File: src/rtl/fifo_pkg.sv
`default_nettype none
//============================================================
// Package : fifo_pkg -- fifo_gen2 status type and defaults
// Rev     : 1.0
//============================================================
package fifo_pkg;

    localparam int DEF_DATA_W   = 8;
    localparam int DEF_DEPTH    = 16;
    localparam int DEF_AE_LEVEL = 2;

    function automatic int def_af_level(input int depth);
        return depth - 2;
    endfunction

    typedef struct packed {
        logic full;
        logic empty;
        logic almost_full;
        logic almost_empty;
    } fifo_status_t;

endpackage
`default_nettype wire

File: src/rtl/fifo_mem.sv
`default_nettype none
//============================================================
// Module : fifo_mem -- simple dual-port RAM, registered read
// Rev    : 1.0
//============================================================
module fifo_mem #(
    parameter int DATA_W = 8,
    parameter int DEPTH  = 16
) (
    input  logic                     clk,
    input  logic                     rst,
    input  logic                     wr_en,
    input  logic [$clog2(DEPTH)-1:0] wr_addr,
    input  logic [DATA_W-1:0]        wr_data,
    input  logic                     rd_en,
    input  logic [$clog2(DEPTH)-1:0] rd_addr,
    output logic [DATA_W-1:0]        rd_data
);

    logic [DATA_W-1:0] mem [DEPTH];

    // Array is deliberately not reset; pointer reset hides stale words.
    always_ff @(posedge clk) begin
        if (wr_en) begin
            mem[wr_addr] <= wr_data;
        end
    end

    // Read-before-write: a same-address write lands after this read.
    always_ff @(posedge clk or negedge rst) begin
        if (!rst) begin
            rd_data <= '0;
        end else if (rd_en) begin
            rd_data <= mem[rd_addr];
        end
    end

endmodule
`default_nettype wire

File: src/rtl/fifo_gen2.sv
`default_nettype none
//============================================================
// Module : fifo_gen2 -- synchronous FIFO, registered flags
// Rev    : 1.0
//============================================================
module fifo_gen2
    import fifo_pkg::*;
#(
    parameter int DATA_W   = DEF_DATA_W,
    parameter int DEPTH    = DEF_DEPTH,
    parameter int AF_LEVEL = def_af_level(DEPTH),
    parameter int AE_LEVEL = DEF_AE_LEVEL
) (
    input  logic                       clk,
    input  logic                       rst,
    input  logic                       WREN,
    input  logic                       RDEN,
    input  logic [DATA_W-1:0]          data_in,
    output logic [DATA_W-1:0]          data_out,
    output logic                       full,
    output logic                       empty,
    output logic                       almost_full,
    output logic                       almost_empty,
    output logic [$clog2(DEPTH+1)-1:0] count,
    output logic                       overflow,
    output logic                       underflow,
    input  logic                       clr_err
);

    localparam int AW = $clog2(DEPTH);
    localparam int CW = $clog2(DEPTH + 1);

    logic [AW-1:0] wr_ptr;
    logic [AW-1:0] rd_ptr;
    logic [CW-1:0] cnt;
    logic [CW-1:0] cnt_next;
    fifo_status_t  status;
    fifo_status_t  status_next;
    logic          rd_ok;
    logic          wr_ok;
    logic          ovf;
    logic          unf;

    assign rd_ok = RDEN && !status.empty;
    assign wr_ok = WREN && (!status.full || rd_ok);

    always_comb begin
        cnt_next = cnt;
        if (wr_ok && !rd_ok) begin
            cnt_next = cnt + CW'(1);
        end else if (rd_ok && !wr_ok) begin
            cnt_next = cnt - CW'(1);
        end
    end

    // Flags decode the next count so they line up with count itself.
    always_comb begin
        status_next              = '0;
        status_next.full         = (cnt_next == CW'(DEPTH));
        status_next.empty        = (cnt_next == '0);
        status_next.almost_full  = (cnt_next >= CW'(AF_LEVEL));
        status_next.almost_empty = (cnt_next <= CW'(AE_LEVEL));
    end

    always_ff @(posedge clk or negedge rst) begin
        if (!rst) begin
            wr_ptr <= '0;
            rd_ptr <= '0;
            cnt    <= '0;
            status <= '{full: 1'b0, empty: 1'b1, almost_full: 1'b0, almost_empty: 1'b1};
            ovf    <= 1'b0;
            unf    <= 1'b0;
        end else begin
            if (wr_ok) begin
                wr_ptr <= wr_ptr + AW'(1);
            end
            if (rd_ok) begin
                rd_ptr <= rd_ptr + AW'(1);
            end
            cnt    <= cnt_next;
            status <= status_next;
            // A new error event wins over a coincident clear.
            if (WREN && status.full && !rd_ok) begin
                ovf <= 1'b1;
            end else if (clr_err) begin
                ovf <= 1'b0;
            end
            if (RDEN && status.empty && !WREN) begin
                unf <= 1'b1;
            end else if (clr_err) begin
                unf <= 1'b0;
            end
        end
    end

    fifo_mem #(
        .DATA_W (DATA_W),
        .DEPTH  (DEPTH)
    ) u_mem (
        .clk     (clk),
        .rst     (rst),
        .wr_en   (wr_ok),
        .wr_addr (wr_ptr),
        .wr_data (data_in),
        .rd_en   (rd_ok),
        .rd_addr (rd_ptr),
        .rd_data (data_out)
    );

    assign full         = status.full;
    assign empty        = status.empty;
    assign almost_full  = status.almost_full;
    assign almost_empty = status.almost_empty;
    assign count        = cnt;
    assign overflow     = ovf;
    assign underflow    = unf;

endmodule
`default_nettype wire

File: config.mk
export PLATFORM = sky130hd
export DESIGN_NAME = fifo_gen2
export DESIGN_NICKNAME = d
export VERILOG_FILES = /design/src/rtl/fifo_pkg.sv /design/src/rtl/fifo_mem.sv /design/src/rtl/fifo_gen2.sv
export SDC_FILE = /design/constraint.sdc
export NUM_CORES = 1
export LEC_CHECK = 0
export CAP_MARGIN = 20
export CORE_ASPECT_RATIO = 0.6
export CORE_UTILIZATION = 54
export DETAILED_ROUTE_END_ITERATION = 6
export GPL_TIMING_DRIVEN = 0
export PLACE_DENSITY = 0.76
export SLEW_MARGIN = 20
export SYNTH_ARGS = -nofsm -noshare
export SYNTH_HDL_FRONTEND = slang
export SYNTH_HIERARCHICAL = 1
export SYNTH_SLANG_ARGS = --single-unit
File: constraint.sdc
create_clock -name clk -period 2.4 [get_ports clk]
set_clock_uncertainty 0.05 [all_clocks]
set_input_delay 0.24 -clock clk [delete_from_list [all_inputs] [get_ports clk]]
set_output_delay 0.24 -clock clk [all_outputs]
set_load 0.05 [all_outputs]
==> qor.csv, run 1 <==
stage,metric,value,unit
status,outcome,completed,
global_routing,total grt overflow,0,
global_routing,largest net degree at the start of global routing,28,
sta,Final setup viols,0,
global_routing,All-Layer GR Usage,0.229,
clock_network,clk root buf,clkbuf_16,
logic_synthesis,#FFs+latches synth,155,
drt,via count,3268,
drt,initial drt markers,333,
logic_synthesis,"EDFF count, synth",128,
layout,cell area after layout,7500,um^2
die,Core ar.,11300,um^2
worst_hold_path,Hold Path Class,input port to asynchronous set/reset pin,
die,chip width,142,um
logic_synthesis,most frequent cell after synthesis,edfxtp_1,
critical_path,CP max stage cell,or3b_2,
drt,final WL,12500,um
layout,area delta synth->final,18.7,%
sta,worst setup margin,0.101,ns
drt,Avg WL per Cell,22.9,um
clock_network,Skew-Pair Late Insertion Delay,0.42,ns
logic_synthesis,Avg Synthesized Cell Area,19.8,um^2
critical_path,Slowest Stage Delay on Critical Path,0.62,ns
die,starting density of the core,0.558,
global_routing,antenna violations before repair,0,
run,max-cap check violation count,0,
placement,placed cells,511,
clock_network,cts bufs inserted,17,
logic_synthesis,"Primary FF master, synth",edfxtp_1,
sta,period utilization,0.958,
critical_path,crit path kind,flop to flop,
placement,dpl hpwl,8300,um
critical_path,"Cell Chain, Critical Path","nand2b_4, buf_8, a21boi_4, or3b_2, nor2_4",
critical_path,Crit path max-delay family,simple AND/OR/NAND/NOR gates,
sta,Final Hold Viols,0,
logic_synthesis,Area contributors post-synth,"edfxtp_1 61%, dfrtp_1 9.9%, mux4_2 9.3%, mux4_1 2.5%, a221oi_2 1.9%",
sta,unrepaired setup endpoints after global routing,no,
layout,fraction of final layout cells sized beyond drive strength 1,0.301,
clock_network,CTS tree,done,
clock_network,H-tree depth,4,
die,chip height,85.8,um
drt,Routed Antenna Nets,0,
clock_network,Max Root-Sink Buffers,2,
layout,Layout Nets,390,
logic_synthesis,Yosys top cell by area,edfxtp_1,
die,number of placement rows,30,
layout,"Core Util, Final",0.662,
die,num ports,32,
power_and_ir_drop,maximum VDD drop,603,uV
placement,pre-CTS WS,-0.908,ns
logic_synthesis,cells after synthesis,320,
layout,Ant. Diodes,0,
logic_synthesis,"top cells by count, synth","128 x edfxtp_1, 26 x mux4_2, 25 x dfrtp_1",
logic_synthesis,share of the synthesized area in the top cell type,0.608,
logic_synthesis,distinct cell type count after synthesis,49,
critical_path,startpoint types,flop,
critical_path,WP data arrival,2.33,ns
sta,Slew @ Worst Pin,0.740,ns
critical_path,crit end category,flop,
sta,Max transition margin,0.505,
logic_synthesis,Async SR Flop Fraction,0.174,
logic_synthesis,synth warn,6,
drt,Initial DRT Pass Iterations,4,
global_routing,first-pass GRT wire length,19000,um
sta,hold slack,0.329,ns
clock_network,clk sinks,155,
drt,Via density,5.99,
logic_synthesis,Netlist Area Pre-Place,6320,um^2
placement,placed cell areas,6850,um^2
critical_path,"critical path fanouts, max",8,
placement,Final GP Congestion,0.803,
logic_synthesis,Synthesized Nets,337,
power_and_ir_drop,PwrDens,1290,nW/um^2
clock_network,clock-pin slew on the worst setup and hold paths,0.06,ns
sta,post-layout min period,2.30,ns
drt,DRC Markers,0,
sta,Pins Over Slew Limit,0,
global_routing,vias in the first global route,3140,
power_and_ir_drop,LEAKAGE,2.54,nW
die,total die area,12200,um^2
critical_path,buffers plus inverters on the worst setup path,1,
sta,Fmax,435,MHz
logic_synthesis,"Seq/Total Area, Yosys",0.715,
placement,port buffer count,31,
layout,final instance count without filler cells,546,
critical_path,Required @ worst endpoint,2.43,ns
routing by layer:
metal	GRT usage	wire [um]	up-vias	share of wire
met5	0	0	-	0
met4	0.0596	99	0	0.0079
met3	0.0798	1020	13	0.081
met2	0.300	5290	127	0.42
met1	0.362	6080	1718	0.49
li1	-	-	1410	-
cells by family (layout without fill, tap and decap cells):
kind of cell / count (synthesis) / in the layout / synth area share
AOI/OAI and AO/OA: 29 / 29 / 0.0471
adders and majority gates: 4 / 4 / 0.00792
DFF: 155 / 155 / 0.715
and+or+nand+nor: 59 / 59 / 0.0513
buffers and inverters: 22 / 88 / 0.0289
muxes: 41 / 41 / 0.132
xor gates and xnor gates: 10 / 10 / 0.0174
stage by stage:
| stage | TNS (ns) | power, mW |
|---|---|---|
| 4_1_cts | -1.90 | 9.68 |
| 2_1_floorplan | -3.06 | 6.13 |
| 6_report | 0 | 9.67 |
| 5_1_grt | 0 | 10.1 |
| 3_3_place_gp | -78.30 | 7.06 |
| 3_5_place_dp | -85.91 | 7.13 |
where the power goes:
part	switching [mW]	internal (mW)	leakage, nW
Sequential	0.356	3.38	1.47
Clock	1.11	1.36	0.270
Combinational	2.02	1.45	0.799
final cells by class:
class / count / area [um^2]
multi-input cells: 143 / 1720
plain buffers: 15 / 144
inverters: 7 / 38.8
well taps: 160 / 200
repair buffers: 34 / 330
clock inverters: 15 / 124
clock buffers: 17 / 425
fillers: 760 / 3830
flip-flops and latches: 155 / 4520
repair_timing:
action / CTS / global route
setup endpoints to repair: 128 / 104
gates resized for setup: 17 / 4
endpoints found under the hold margin: 25 / 0
cloned: 0 / 0
hold buffers: 1 / 0
setup buffers: 2 / 0
placed cells by master, fill, tap and decap left out, drive strengths merged, types with 2 or more instances in the layout:
cell,instances
clkdlybuf4s50,30
a221oi,8
clkinv,5
xor2,2
mux4,32
nand3,3
inv,16
dfstp,2
ha,4
buf,18
a21oi,2
edfxtp,128
nand2,6
nand2b,5
mux2i,8
o21ai,4
clkbuf,17
o22ai,9
nand3b,3
xnor2,8
dfrtp,25
nor3,6
nand4,2
nor4,4
nor2,25
final timing paths:
check | slack [ns] | cells after the start | endpoint | start
setup reg to reg | 0.10 | 5 | u_mem/mem[3][6] | empty
min in group clk | 0.38 | 2 | underflow | clr_err
hold / removal | 0.33 | 2 | underflow | rst
setup / recovery | 0.10 | 5 | u_mem/mem[3][6] | empty
hold reg to reg | 0.42 | 1 | rd_ptr[3] | rd_ptr[3]
max in group asynchronous | 1.54 | 2 | wr_ptr[0] | rst
flip-flops by register name, indices dropped and copies added, names as in the netlist:
register / count
almost_empty: 1
almost_full: 1
count: 5
empty: 1
full: 1
overflow: 1
rd_ptr: 4
u_mem/mem: 128
u_mem/rd_data: 8
underflow: 1
wr_ptr: 4
(Power assumes the default switching activity.)
==> run 2, diff against run 1 <==
--- a/config.mk
+++ b/config.mk
@@ -7,10 +7,10 @@
 export LEC_CHECK = 0
 export CAP_MARGIN = 20
 export CORE_ASPECT_RATIO = 0.6
-export CORE_UTILIZATION = 54
+export CORE_UTILIZATION = 55
 export DETAILED_ROUTE_END_ITERATION = 6
 export GPL_TIMING_DRIVEN = 0
-export PLACE_DENSITY = 0.76
+export PLACE_DENSITY = 0.74
 export SLEW_MARGIN = 20
 export SYNTH_ARGS = -nofsm -noshare
 export SYNTH_HDL_FRONTEND = slang
==> constraint.sdc (replaced) <==
create_clock -name clk -period 2.66 [get_ports clk]
set_clock_uncertainty 0.05 [all_clocks]
set_input_delay 0.266 -clock clk [delete_from_list [all_inputs] [get_ports clk]]
set_output_delay 0.266 -clock clk [all_outputs]
set_load 0.05 [all_outputs]
==> run 2 against run 1 <==
Critical path depth unchanged; global-route usage increased by 0.91 points; final cell count fell by 4.2%; fmax shrank 11%; sequential cell count did not move; critical endpoint is now u_mem/mem[15][1]; non-clock buffer count shrank 2; power down 9.7%; via count increased by 0.21%; sequential share of layout area increased by 0.67 points; combinational power is 11% lower; setup slack lost 0.018 ns; routed wire length grew 1.5%.
==> qor.csv, run 2 (synthesis gave the netlist of run 1 again) <==
stage,metric,value,unit
critical_path,startpoint types,flop,
die,num ports,32,
critical_path,"critical path fanouts, max",8,
placement,dpl hpwl,8480,um
layout,# fillers,697,
critical_path,crit path kind,flop to flop,
global_routing,vias in the first global route,3147,
clock_network,clk sinks,155,
sta,unrepaired setup endpoints after global routing,no,
critical_path,R2R Path Start,empty,
sta,Slew @ Worst Pin,0.928,ns
global_routing,total grt overflow,0,
sta,Max transition margin,0.379,
global_routing,largest net degree at the start of global routing,28,
critical_path,Slowest Stage Delay on Critical Path,0.76,ns
placement,placed cell areas,6820,um^2
layout,Multi-input gate area,1660,um^2
layout,area taken by flip-flops and latches,4520,um^2
sta,Final setup viols,0,
clock_network,CTS tree,done,
die,Core ar.,10900,um^2
critical_path,Critical path destination,u_mem/mem[15][1],
placement,Final GP Congestion,0.807,
critical_path,worst r2r path cells,5,
clock_network,H-tree depth,4,
die,total die area,11900,um^2
sta,Pins Over Slew Limit,0,
power_and_ir_drop,maximum VDD drop,601,uV
global_routing,first-pass GRT wire length,19600,um
clock_network,Skew-Pair Late Insertion Delay,0.41,ns
die,chip height,85.0,um
layout,fraction of final layout cells sized beyond drive strength 1,0.273,
clock_network,clk root buf,clkbuf_16,
critical_path,buffers plus inverters on the worst setup path,1,
power_and_ir_drop,Switching Fraction,0.353,
sta,Fmax,388,MHz
die,number of placement rows,29,
power_and_ir_drop,clock power share,0.261,
layout,Layout Nets,388,
die,chip width,140,um
layout,"Core Util, Final",0.682,
layout,cell area after layout,7420,um^2
sta,Final Hold Viols,0,
clock_network,cts bufs inserted,17,
critical_path,R2R Setup Slk,0.08,ns
critical_path,cell depth of the worst setup path,5,
critical_path,WP data arrival,2.56,ns
critical_path,Crit path max-delay family,simple AND/OR/NAND/NOR gates,
critical_path,CP max stage cell,nor2_1,
sta,post-layout min period,2.58,ns
layout,Ant. Diodes,0,
clock_network,clock-pin slew on the worst setup and hold paths,0.06,ns
power_and_ir_drop,sequential share of power,0.385,
critical_path,Required @ worst endpoint,2.64,ns
drt,final WL,12700,um
power_and_ir_drop,Net Switching,3.08,mW
placement,port buffer count,31,
drt,initial drt markers,326,
global_routing,antenna violations before repair,0,
die,starting density of the core,0.581,
critical_path,FF-to-FF End,u_mem/mem[15][1],
power_and_ir_drop,Comb pwr share,0.355,
critical_path,Setup crit start,empty,
drt,Avg WL per Cell,24.2,um
critical_path,"Cell Chain, Critical Path","nand2b_4, buf_8, a21boi_2, nand3_1, nor2_1",
layout,Largest Register,u_mem/mem,
drt,Initial DRT Pass Iterations,5,
run,max-cap check violation count,0,
layout,area delta synth->final,17.4,%
power_and_ir_drop,Int Pwr,5.65,mW
worst_hold_path,Hold Path Class,input port to asynchronous set/reset pin,
drt,via count,3275,
status,outcome,completed,
power_and_ir_drop,LEAKAGE,2.52,nW
global_routing,All-Layer GR Usage,0.238,
layout,max reg flops,128,
layout,"commonest non-fill, non-tap cells in the layout","128 x edfxtp_1, 30 x clkdlybuf4s50_1, 26 x mux4_2, 25 x dfrtp_1, 20 x nor2_1",
sta,period utilization,0.969,
drt,Via density,6.26,
clock_network,Max Root-Sink Buffers,2,
layout,"commonest non-fill, non-tap cell in the layout",edfxtp_1,
drt,DRC Markers,0,
critical_path,crit end category,flop,
power_and_ir_drop,PwrDens,1180,nW/um^2
sta,setup TNS,0,ns
drt,Routed Antenna Nets,0,
-- run 2: area by class of cell --
cell class              instances  share of cell area
clock buffers                  17              0.0573
clock inverters                15              0.0184
repair buffers                 32              0.0425
well taps                     139              0.0234
inverters                       7             0.00523
flip-flops and latches        155               0.609
plain buffers                  15              0.0194
multi-input cells             143               0.224
-- run 2: worst register-to-register path: cells and delay by family (launching register included) --
| family | cells | cell delay (ns) |
|---|---|---|
| DFF | 1 | 0.38 |
| and+or+nand+nor | 3 | 1.17 |
| AOI/OAI and AO/OA | 1 | 0.45 |
| buffers and inverters | 1 | 0.15 |
-- run 2: repair_timing --
item,4_1_cts,5_1_grt
pin swaps,0,0
hold buffers,1,0
hold endpoints to repair,25,0
resized for setup,5,2
setup buffers,0,0
cloned,0,0
setup endpoints to repair,128,8
-- run 2: metrics by stage --
step                cells  hold slack, ns  total power [mW]  worst slack [ns]
finish                523           0.376              8.73            0.0830
global route          523           0.410              9.11            0.0109
floorplan             320         -0.0796              5.52             0.160
global placement      490           0.415              6.36            -0.760
CTS                   523           0.381              8.76            0.0681
detailed placement    490           0.284              6.45            -0.756
-- run 2: worst min-delay path by stage --
stage,end,slack (ns)
final,almost_full,0.38
after global placement,rd_ptr[3],0.41
after floorplan,almost_full,-0.08
after detailed placement,wr_ptr[2],0.28
after CTS,wr_ptr[2],0.38
after global routing,overflow,0.41
-- run 2: power groups by stage --
stage / registers (mW) / clock network [mW] / logic, mW
2_1_floorplan: 3.73 / 0 / 1.79
4_1_cts: 3.36 / 2.31 / 3.09
6_report: 3.36 / 2.27 / 3.10
3_5_place_dp: 3.40 / 0 / 3.06
3_3_place_gp: 3.36 / 0 / 3.00
5_1_grt: 3.40 / 2.43 / 3.28
-- run 2: per-layer routing --
| layer | wire [um] | share of wire | track usage | vias up |
|---|---|---|---|---|
| met5 | 0 | 0 | 0 | - |
| met4 | 79 | 0.0062 | 0.0629 | 0 |
| met3 | 950 | 0.075 | 0.0514 | 9 |
| met2 | 5400 | 0.43 | 0.309 | 139 |
| met1 | 6240 | 0.49 | 0.402 | 1716 |
| li1 | - | - | - | 1411 |
